--- src/rtl/pkt_tx_arbiter.sv ---
// Merges peripheral and diagnostic packet streams onto one transmit port
// through a 2-entry FIFO, with round-robin or diagnostic-priority arbitration.
`ifndef PKT_BITS
`define PKT_BITS 72
`endif

module pkt_tx_arbiter #(
  parameter int PACKET_BITS = `PKT_BITS,
  parameter int FAIR_LIMIT  = 15
) (
  input  logic                   clk,
  input  logic                   reset,
  input  logic [PACKET_BITS-1:0] per_data_in,
  input  logic                   per_vld_in,
  output logic                   per_rdy_out,
  input  logic [PACKET_BITS-1:0] dcp_data_in,
  input  logic                   dcp_vld_in,
  output logic                   dcp_rdy_out,
  output logic [PACKET_BITS-1:0] pkt_data_out,
  output logic                   pkt_vld_out,
  input  logic                   pkt_rdy_in,
  input  logic                   prio_in,
  output logic [1:0]             ptx_cnt_out
);

  localparam logic       GRANT_PER    = 1'b0;
  localparam logic       GRANT_DCP    = 1'b1;
  localparam logic [3:0] STREAK_MAX   = 4'hF;
  localparam logic [3:0] FAIR_LIMIT_V = 4'(FAIR_LIMIT);

  logic [1:0]             occ_r;
  logic [PACKET_BITS-1:0] head_r;
  logic [PACKET_BITS-1:0] tail_r;
  logic                   vld_r;
  logic                   last_grant_r;
  logic [3:0]             streak_r;

  logic                   grant_per_s;
  logic                   grant_dcp_s;
  logic                   per_hs_s;
  logic                   dcp_hs_s;
  logic                   in_hs_s;
  logic                   out_hs_s;
  logic [1:0]             occ_next_s;
  logic [PACKET_BITS-1:0] in_data_s;

  // Grant selection; nothing is granted while full or while in reset.
  always_comb begin
    grant_per_s = 1'b0;
    grant_dcp_s = 1'b0;
    if (reset || (occ_r == 2'd2)) begin
      grant_per_s = 1'b0;
      grant_dcp_s = 1'b0;
    end else begin
      case ({per_vld_in, dcp_vld_in})
        2'b10: grant_per_s = 1'b1;
        2'b01: grant_dcp_s = 1'b1;
        2'b11: begin
          if (prio_in) begin
            if (streak_r == FAIR_LIMIT_V) begin
              grant_per_s = 1'b1;
            end else begin
              grant_dcp_s = 1'b1;
            end
          end else begin
            if (last_grant_r == GRANT_DCP) begin
              grant_per_s = 1'b1;
            end else begin
              grant_dcp_s = 1'b1;
            end
          end
        end
        default: begin
          grant_per_s = 1'b0;
          grant_dcp_s = 1'b0;
        end
      endcase
    end
  end

  assign per_hs_s     = per_vld_in && grant_per_s;
  assign dcp_hs_s     = dcp_vld_in && grant_dcp_s;
  assign in_hs_s      = per_hs_s || dcp_hs_s;
  assign out_hs_s     = vld_r && pkt_rdy_in;
  assign in_data_s    = grant_dcp_s ? dcp_data_in : per_data_in;
  assign per_rdy_out  = grant_per_s;
  assign dcp_rdy_out  = grant_dcp_s;
  assign ptx_cnt_out  = {dcp_hs_s, per_hs_s};
  assign pkt_data_out = head_r;
  assign pkt_vld_out  = vld_r;

  // Next FIFO occupancy; a simultaneous push and pop leaves it unchanged.
  always_comb begin
    occ_next_s = occ_r;
    case ({in_hs_s, out_hs_s})
      2'b10:   occ_next_s = occ_r + 2'd1;
      2'b01:   occ_next_s = occ_r - 2'd1;
      default: occ_next_s = occ_r;
    endcase
  end

  // FIFO storage: head_r is the output register, tail_r the second slot.
  always_ff @(posedge clk or posedge reset) begin
    if (reset) begin
      occ_r  <= 2'd0;
      vld_r  <= 1'b0;
      head_r <= '0;
      tail_r <= '0;
    end else begin
      occ_r <= occ_next_s;
      vld_r <= (occ_next_s != 2'd0);
      if (in_hs_s && ((occ_r == 2'd0) || ((occ_r == 2'd1) && out_hs_s))) begin
        head_r <= in_data_s;
      end else if (out_hs_s && (occ_r == 2'd2)) begin
        head_r <= tail_r;
      end else begin
        head_r <= head_r;
      end
      if (in_hs_s && (occ_r == 2'd1) && !out_hs_s) begin
        tail_r <= in_data_s;
      end else begin
        tail_r <= tail_r;
      end
    end
  end

  // Arbiter history: last winner and the diagnostic-priority streak.
  always_ff @(posedge clk or posedge reset) begin
    if (reset) begin
      last_grant_r <= GRANT_PER;
      streak_r     <= 4'd0;
    end else begin
      if (per_hs_s) begin
        last_grant_r <= GRANT_PER;
      end else if (dcp_hs_s) begin
        last_grant_r <= GRANT_DCP;
      end else begin
        last_grant_r <= last_grant_r;
      end
      if (!prio_in || per_hs_s) begin
        streak_r <= 4'd0;
      end else if (dcp_hs_s && per_vld_in && (streak_r != STREAK_MAX)) begin
        streak_r <= streak_r + 4'd1;
      end else begin
        streak_r <= streak_r;
      end
    end
  end

endmodule

--- config.mk ---
export PLATFORM = sky130hd
export DESIGN_NAME = pkt_tx_arbiter
export DESIGN_NICKNAME = d
export VERILOG_FILES = /design/src/rtl/pkt_tx_arbiter.sv
export SDC_FILE = /design/constraint.sdc
export NUM_CORES = 1
export LEC_CHECK = 0
export ABC_CLOCK_PERIOD_IN_PS = 6160
export CORE_ASPECT_RATIO = 0.9
export CORE_MARGIN = 2
export CORE_UTILIZATION = 47
export DETAILED_ROUTE_END_ITERATION = 7
export PLACE_DENSITY = 0.83
export SLEW_MARGIN = 20
export SYNTH_ARGS = -nofsm -noshare
export SYNTH_HDL_FRONTEND = slang
export SYNTH_SLANG_ARGS = --single-unit
--- constraint.sdc ---
create_clock -name clk -period 6.16 [get_ports clk]
set_input_delay 0.924 -clock clk [delete_from_list [all_inputs] [get_ports clk]]
set_output_delay 0.924 -clock clk [all_outputs]
set_load 0.005 [all_outputs]
==> summary.md, run 1 <==
| Metric | Value |
|---|---|
| Area post-placement | 0.00945 mm^2 |
| Worst slew margin | 0.307 |
| Crit. End Element | primary output |
| Most frequent cells after synthesis | dfrtp_1 (152), nand2_1 (149), o21ai_0 (119), mux2i_1 (73), mux2_2 (44) |
| H-Tree Depth | 4 |
| Grt ovf | 0 |
| Commonest register cell after synthesis | dfrtp_1 |
| Endpoints failing setup | 0 |
| Syn_area_per_cell | 10.2 um^2 |
| Final net count | 1051 |
| Fin. max-slew vios | 0 |
| Share of Yosys cell area claimed by the top area cell type | 0.537 |
| Final Cell Area | 0.0100 mm^2 |
| Max-Cap Viols | 0 |
| Critical path's slowest cell | clkdlybuf4s50_1 |
| Std-Cell Core Area | 0.0147 mm^2 |
| Clk sink count | 152 |
| Yosys reg bits | 152 |
| RD Place Congestion | 0.805 |
| Vias in the first global route | 5630 |
| Period utilization | 0.622 |
| Post-Syn Instances | 694 |
| Clk Latency, worst-skew pair | 410 ps |
| # port buffers | 226 |
| Total number of vias | 5686 |
| Synth cell types | 30 |
| Worst R2R End | pkt_data_out[37] |
| Skew final | 10.8 ps |
| Clk root buf | clkbuf_16 |
| Final core area utilization | 0.681 |
| Sequential fraction of the synthesis area | 0.537 |
| Mapped Area | 0.00708 mm^2 |
| EDFF count, synth | 0 |
| Yosys top cell by area | dfrtp_1 |
| Most common cell in the netlist | dfrtp_1 |
| DR WL/cell | 15.4 um |
| CTS Buf Count | 17 |
| DR DRC count | 0 |
| Crit-path max FO | 37 |
| Pleak | 0.00467 uW |
| Gr usage total | 0.222 |
| First-pass GRT wire length | 28400 um |
| Critical Path RT | 5240 ps |
| Clk pin slew, worst setup/hold paths | 60 ps |
| CP most frequent cell | clkdlybuf4s50_1 |
| Worst Reg2Reg Path Length in Cells | 6 |
| Die Y | 120 um |
| Slack of the worst reg-to-reg path | 3570 ps |
| Critical Path Start Type | input pin |
| Crit-path cells | clkdlybuf4s50_1 > nor3b_1 > o211ai_1 > buf_4 > inv_1 > clkdlybuf4s50_1 |
| Area Growth Syn to Fin | 41.5% |
| IR drop worst, VDD | 0.225 mV |
| Post-CTS Setup Bufs | 0 |
| Min-Delay Path Class | register to register |
| Min-Delay Startpoint | tail_r[52] |
| Reg2Reg Launch Point | occ_r[0] |
| Hold Path Stages | 2 |
| Unrepaired setup endpoints after global routing | no |
| Vias per cell | 5.14 |
| Setup tns final | 0 ps |
| Status | complete, no violations |
| Starting density of the core | 0.481 |
| CTS tree | built |
| Worst slew pin tran | 1040 ps |
| ANT nets after route | 0 |
| Crit path DAT | 2910 ps |
| Yosys warning count | 0 |
| Pin count of the biggest net entering global routing | 108 |
| Synth async-reset ratio | 1.00 |
| Die W | 133 um |
| Fmax | 0.261 GHz |
| Synthesized netlist net count | 850 |
| Die ar. | 0.0161 mm^2 |
| Fraction of layout cells with a size suffix above 1 | 0.0980 |
| Final worst setup slack | 2330 ps |
| Worst Setup Path Type | input pin to primary output |
| Final min period | 3830 ps |
| Iteration-0 DRC Markers | 307 |
| # diodes | 0 |
| Routed WL | 17100 um |
| CP max stage delay | 660 ps |
| Final Hold Vio Count | 0 |
| Setup WS pre-CTS | 2310 ps |
| Final Instance Count excl. Fillers | 1106 |
| Power per cell area | 415 mW/mm^2 |
| Antenna violations before repair | 0 |
| FP Rows | 42 |
| Hold-fix buffers at CTS | 0 |
| Num ports | 227 |
| Cell Count Post-Placement | 1074 |
| Main area contributors after synthesis | dfrtp_1 (54%), mux2i_1 (10%), o21ai_0 (8.4%), nand2_1 (7.9%), mux2_2 (7.0%) |
| Hold EP | tail_r[52] |
| Drt first pass iters | 4 |
| Post-cts resize count | 0 |
| DP HPWL | 11600 um |
| Longest Clk Path Bufs | 2 |
cell families after synthesis:
logic type | synth area share
simple gates | 0.120
compound gates | 0.123
flops | 0.537
mux | 0.173
buf+inv | 0.0350
fa+ha+maj | 0.0106
xor+xnor | 0.00124
layer usage:
layer  vias to the layer above  wire length, um  GRT usage
li1                       2833                -          -
met1                      2654             7510      0.295
met2                       186             7980      0.350
met3                        13             1400     0.0755
met4                         0              167     0.0572
met5                         -                0          0
state kept, by name (all words and copies together), names as in the netlist:
register / count
pkt_vld_out: 1
last_grant_r: 1
pkt_data_out: 72
occ_r: 2
streak_r: 4
tail_r: 72
placed cells by master (no fill, tap or decap), types with 2 or more instances in the layout:
| master | instances |
|---|---|
| clkinv_2 | 7 |
| a21oi_1 | 7 |
| nor2_1 | 3 |
| clkinvlp_4 | 4 |
| nor3b_1 | 2 |
| dfrtp_1 | 152 |
| buf_4 | 8 |
| ha_1 | 6 |
| bufinv_16 | 2 |
| nand2_1 | 149 |
| mux2i_1 | 73 |
| nand3_1 | 31 |
| o211ai_1 | 30 |
| and3_1 | 2 |
| inv_1 | 8 |
| mux2_2 | 44 |
| nor3_1 | 2 |
| clkbuf_16 | 17 |
| clkdlybuf4s50_1 | 226 |
| o21ai_0 | 119 |
worst max-delay path: cells and delay by family:
| family | cells | cell delay [ps] |
|---|---|---|
| compound gates | 1 | 140 |
| simple gates | 1 | 100 |
| buf+inv | 4 | 1720 |
metrics by stage:
| step | power, uW | hold slack [ps] |
|---|---|---|
| finish | 4150 | 479 |
| global route | 4440 | 491 |
| CTS | 4180 | 480 |
| detailed placement | 3180 | 467 |
| global placement | 3110 | 457 |
| floorplan | 2410 | 444 |
final cells by class:
class / count / area [um^2]
Multi-Input combinational cell: 481 / 3040
Sequential cell: 152 / 3800
Inverter: 9 / 38.8
Clock buffer: 18 / 429
Clock inverter: 14 / 134
Tap cell: 198 / 248
Timing Repair Buffer: 234 / 2320
Fill cell: 1120 / 4700
report_power, final:
| part | internal, uW | total (uW) | switching [uW] |
|---|---|---|---|
| Combinational | 838 | 1480 | 639 |
| Sequential | 1450 | 1680 | 232 |
| Clock | 590 | 991 | 401 |
worst max path at each step:
stage	startpoint	endpoint	slack, ps	depth (start not counted)
2_1_floorplan	reset	last_grant_r	1140	1
3_3_place_gp	reset	ptx_cnt_out[1]	2390	6
3_5_place_dp	reset	dcp_rdy_out	2310	6
4_1_cts	reset	dcp_rdy_out	2300	6
5_1_grt	reset	dcp_rdy_out	2180	6
6_report	reset	dcp_rdy_out	2330	6
(Power assumes the default switching activity.)
==> run 2: changes to the inputs <==
- ABC_CLOCK_PERIOD_IN_PS: 6160 -> 3900
- clock period: 6.16 -> 3.9 ns (I/O delays scaled with it)
==> run 2 against run 1 <==
Effect of this change: combinational power rose by 61%; setup slack got worse by 1300 ps; worst hold slack got worse by 1.6 ps; via count rose by 2.2%; highest routed layer unchanged.
==> summary.md, run 2 (synthesized netlist as in run 1, its figures left out) <==
| Metric | Value |
|---|---|
| DR DRC count | 0 |
| Critical Path Start Type | register |
| Final net count | 1053 |
| Power per cell area | 670 mW/mm^2 |
| Commonest cells after routing, fill and taps aside | clkdlybuf4s50_1 (226), dfrtp_1 (152), nand2_1 (149), o21ai_0 (119), mux2i_1 (73) |
| Register Area | 0.00380 mm^2 |
| Most common cell after layout, fill and taps aside | clkdlybuf4s50_1 |
| Total number of vias | 5809 |
| RD Place Congestion | 0.788 |
| Max-Cap Viols | 0 |
| Post-CTS Setup Bufs | 0 |
| Starting density of the core | 0.481 |
| Setup tns final | 0 ps |
| Final Hold Vio Count | 0 |
| Gate power share | 0.349 |
| Routed WL | 17500 um |
| Clk root buf | clkbuf_16 |
| Antenna violations before repair | 0 |
| Hold-fix buffers at CTS | 0 |
| Worst slew pin tran | 928 ps |
| Std-Cell Core Area | 0.0147 mm^2 |
| Min-Delay Path Class | register to register |
| Vias per cell | 5.25 |
| Clk pin slew, worst setup/hold paths | 60 ps |
| Die W | 133 um |
| Net Switching | 2000 uW |
| H-Tree Depth | 4 |
| Longest Clk Path Bufs | 2 |
| Area post-placement | 0.00949 mm^2 |
| Vias in the first global route | 5713 |
| Worst Setup Path Type | register to primary output |
| Clock power share | 0.260 |
| Multi-input gate area | 0.00304 mm^2 |
| Grt ovf | 0 |
| Final Cell Area | 0.0102 mm^2 |
| Pin count of the biggest net entering global routing | 124 |
| Fmax | 0.342 GHz |
| Area Growth Syn to Fin | 43.6% |
| # diodes | 0 |
| IR drop worst, VDD | 0.344 mV |
| FP Rows | 42 |
| Slack of the worst reg-to-reg path | 1400 ps |
| Status | complete, no violations |
| Die ar. | 0.0161 mm^2 |
| Fin. max-slew vios | 0 |
| Fraction of layout cells with a size suffix above 1 | 0.100 |
| DP HPWL | 12000 um |
| Crit. End Element | primary output |
| Crit path DAT | 2330 ps |
| Post-cts resize count | 0 |
| Crit-path max FO | 7 |
| Routed metal-1 wire length | 7670 um |
| Die Y | 120 um |
| # fillers | 1121 |
| Switching share of total power | 0.295 |
| Gr usage total | 0.226 |
| Unrepaired setup endpoints after global routing | no |
| Pleak | 0.00474 uW |
| Met2 WL | 8180 um |
| CTS tree | built |
| Clk Latency, worst-skew pair | 410 ps |
| DR WL met3 | 1410 um |
| Skew final | 4.75 ps |
| Drt first pass iters | 5 |
| Highest metal used | met4 |
| Seq pwr share | 0.390 |
| Iteration-0 DRC Markers | 380 |
| CTS Buf Count | 17 |
| Worst Hold Slack | 477 ps |
| First-pass GRT wire length | 28800 um |
| # port buffers | 226 |
| Power, Total | 6810 uW |
| Final min period | 2920 ps |
| DR WL/cell | 15.8 um |
| Worst slew margin | 0.381 |
| Clk sink count | 152 |
| Critical Path RT | 3310 ps |
| Num ports | 227 |
| Period utilization | 0.749 |
| Endpoints failing setup | 0 |
| Pint | 4800 uW |
| ANT nets after route | 0 |
[run 2: changes by cell type in the layout (fill, tap and decap cells not counted), sizes merged]
cell      delta
clkbuf       +5
clkinv       -4
clkinvlp     -3
buf          +2
bufinv       +2
inv          -1
[run 2: cell type report]
class                   count  area share
flip-flops and latches    152       0.374
multi-input cells         481       0.299
repair buffers            236       0.234
clock buffers              23      0.0500
well taps                 198      0.0244
clock inverters             8      0.0138
inverters                   9     0.00369
[run 2: critical path, stage by stage (launching register included)]
cell and delay (ps):
dfrtp_1 340, inv_1 80, ha_1 300, or3b_4 460
a21oi_1 200, clkdlybuf4s50_1 540
[run 2: routing by layer]
layer	vias up	track usage
li1	2834	-
met1	2753	0.294
met2	198	0.361
met3	24	0.0780
met4	0	0.0625
met5	-	0
[run 2: worst paths after layout]
| path | cells after the start | startpoint | end |
|---|---|---|---|
| hold reg to reg | 2 | tail_r[69] | tail_r[69] |
| setup / recovery | 5 | occ_r[0] | ptx_cnt_out[0] |
| min in group asynchronous | 3 | reset | pkt_data_out[65] |
| hold / removal | 2 | tail_r[69] | tail_r[69] |
| setup reg to reg | 7 | occ_r[0] | pkt_data_out[40] |
| max in group asynchronous | 3 | reset | pkt_data_out[37] |
[run 2: power by group through the flow]
stage / sequential, uW / combinational [uW] / clock, uW
final: 2660 / 2380 / 1770
after global routing: 2740 / 2660 / 1870
after CTS: 2660 / 2390 / 1800
after detailed placement: 2670 / 2370 / 0
after global placement: 2640 / 2300 / 0
after floorplan: 2640 / 1170 / 0
[run 2: stage by stage]
step	instances	util	worst slack, ps
3_3_place_gp	1075	0.645	969
5_1_grt	1107	0.691	872
6_report	1107	0.691	980
2_1_floorplan	694	-	1400
4_1_cts	1106	0.689	970
3_5_place_dp	1075	0.645	912
==> run 3: changes to the inputs <==
- ABC_CLOCK_PERIOD_IN_PS: 3900 -> 2700
- clock period: 3.9 -> 2.7 ns (I/O delays scaled with it)
==> run 3 against run 2 <==
Effect of this change: cell area increased by 0.48%; register-to-register slack got worse by 910 ps; critical path depth unchanged.
==> summary.md, run 3 (synthesized netlist as in run 1, its figures left out) <==
| Metric | Value |
|---|---|
| Status | complete, no violations |
| # port buffers | 226 |
| Worst slew pin tran | 602 ps |
| Num ports | 227 |
| Gate power share | 0.359 |
| Pin count of the biggest net entering global routing | 107 |
| # fillers | 1140 |
| Grt ovf | 0 |
| Hold-fix buffers at CTS | 0 |
| FP Rows | 42 |
| Most common cell after layout, fill and taps aside | clkdlybuf4s50_1 |
| Routed WL | 17600 um |
| Switching share of total power | 0.308 |
| Die W | 133 um |
| Fmax | 0.388 GHz |
| Fraction of layout cells with a size suffix above 1 | 0.108 |
| Unrepaired setup endpoints after global routing | no |
| Power per cell area | 946 mW/mm^2 |
| Clk Latency, worst-skew pair | 420 ps |
| Final net count | 1058 |
| Die Y | 120 um |
| IR drop worst, VDD | 0.474 mV |
| Crit. End Element | primary output |
| CTS tree | built |
| Critical Path Start Type | register |
| Starting density of the core | 0.481 |
| Seq pwr share | 0.398 |
| Longest Clk Path Bufs | 2 |
| Commonest cells after routing, fill and taps aside | clkdlybuf4s50_1 (226), dfrtp_1 (152), nand2_1 (149), o21ai_0 (119), mux2i_1 (73) |
| CTS Buf Count | 17 |
| Gr usage total | 0.228 |
| Std-Cell Core Area | 0.0147 mm^2 |
| Endpoints failing setup | 0 |
| Drt first pass iters | 6 |
| # diodes | 0 |
| DR DRC count | 0 |
| Pint | 6680 uW |
| RD Place Congestion | 0.818 |
| Die ar. | 0.0161 mm^2 |
| Clock power share | 0.244 |
| Worst slew margin | 0.599 |
| H-Tree Depth | 4 |
| Vias per cell | 5.24 |
| Period utilization | 0.955 |
| DP HPWL | 12100 um |
| DR WL/cell | 15.8 um |
| Setup tns final | 0 ps |
| Skew final | 8.50 ps |
| Worst Hold Slack | 477 ps |
| Hold Path Stages | 2 |
| Crit-path max FO | 7 |
| Iteration-0 DRC Markers | 413 |
| Clk root buf | clkbuf_16 |
| Final Hold Vio Count | 0 |
| Min-Delay Path Class | register to register |
| Fin. max-slew vios | 0 |
| Clk sink count | 152 |
| Antenna violations before repair | 0 |
| Worst Reg2Reg Path Length in Cells | 7 |
| Net Switching | 2980 uW |
| First-pass GRT wire length | 28800 um |
| ANT nets after route | 0 |
| Final min period | 2580 ps |
| Critical Path RT | 2300 ps |
| Pleak | 0.00475 uW |
| Worst Setup Path Type | register to primary output |
| Max-Cap Viols | 0 |
| Area Growth Syn to Fin | 44.3% |
| Power, Total | 9650 uW |
| Vias in the first global route | 5772 |
| Total number of vias | 5831 |
| Crit path DAT | 2170 ps |
| Clk pin slew, worst setup/hold paths | 60 ps |
-- run 3: path summary, 6_finish.rpt --
kind / start / to / slack (ps)
worst max-delay path: occ_r[0] / ptx_cnt_out[0] / 120
worst min-delay path: tail_r[14] / tail_r[14] / 480
worst max register to register: streak_r[0] / tail_r[41] / 490
worst min register to register: tail_r[14] / tail_r[14] / 480
max in group asynchronous: reset / tail_r[68] / 1590
min in group asynchronous: reset / tail_r[65] / 620
-- run 3: metal layers --
| layer | global-route usage | vias to the layer above | share of wire |
|---|---|---|---|
| li1 | - | 2845 | - |
| met1 | 0.291 | 2778 | 0.43 |
| met2 | 0.371 | 189 | 0.48 |
| met3 | 0.0771 | 19 | 0.071 |
| met4 | 0.0665 | 0 | 0.013 |
| met5 | 0 | - | 0 |
-- run 3: power groups by stage --
stage	Sequential [uW]	Clock (uW)	Combinational, uW
floorplan	3810	0	1690
global placement	3810	0	3380
detailed placement	3870	0	3480
CTS	3840	2400	3500
global route	3980	2510	3870
finish	3840	2350	3460
-- run 3: per-stage QoR --
stage               std cells  utilization  setup WS [ps]  instance area, um^2
detailed placement       1080        0.652            198                 9600
floorplan                 694            -            378                 7080
finish                   1113        0.694            121                10200
CTS                      1112        0.693           18.1                10200
global route             1113        0.694           30.3                10200
global placement         1080        0.652            230                 9600
-- run 3: area by class of cell --
type | count | area, um^2 | area share
clock buffer | 19 | 443 | 0.0434
clock inverter | 13 | 145 | 0.0142
inverter | 9 | 37.5 | 0.00368
multi-input combinational | 481 | 3060 | 0.300
sequential | 152 | 3800 | 0.373
tap | 198 | 248 | 0.0243
timing repair buffer | 241 | 2470 | 0.242
-- run 3: timing repair --
item / in CTS / in global routing
pin swaps: 0 / 1
gates resized for setup: 2 / 2
endpoints found under the setup margin: 4 / 4
gates cloned: 0 / 0
buffers inserted: 0 / 1
-- run 3: critical path, stage by stage, from the launching register on --
cell and delay (ps):
dfrtp_1 380, inv_2 80, ha_4 200, or3b_4 430, a21oi_2 150, clkdlybuf4s50_1 520
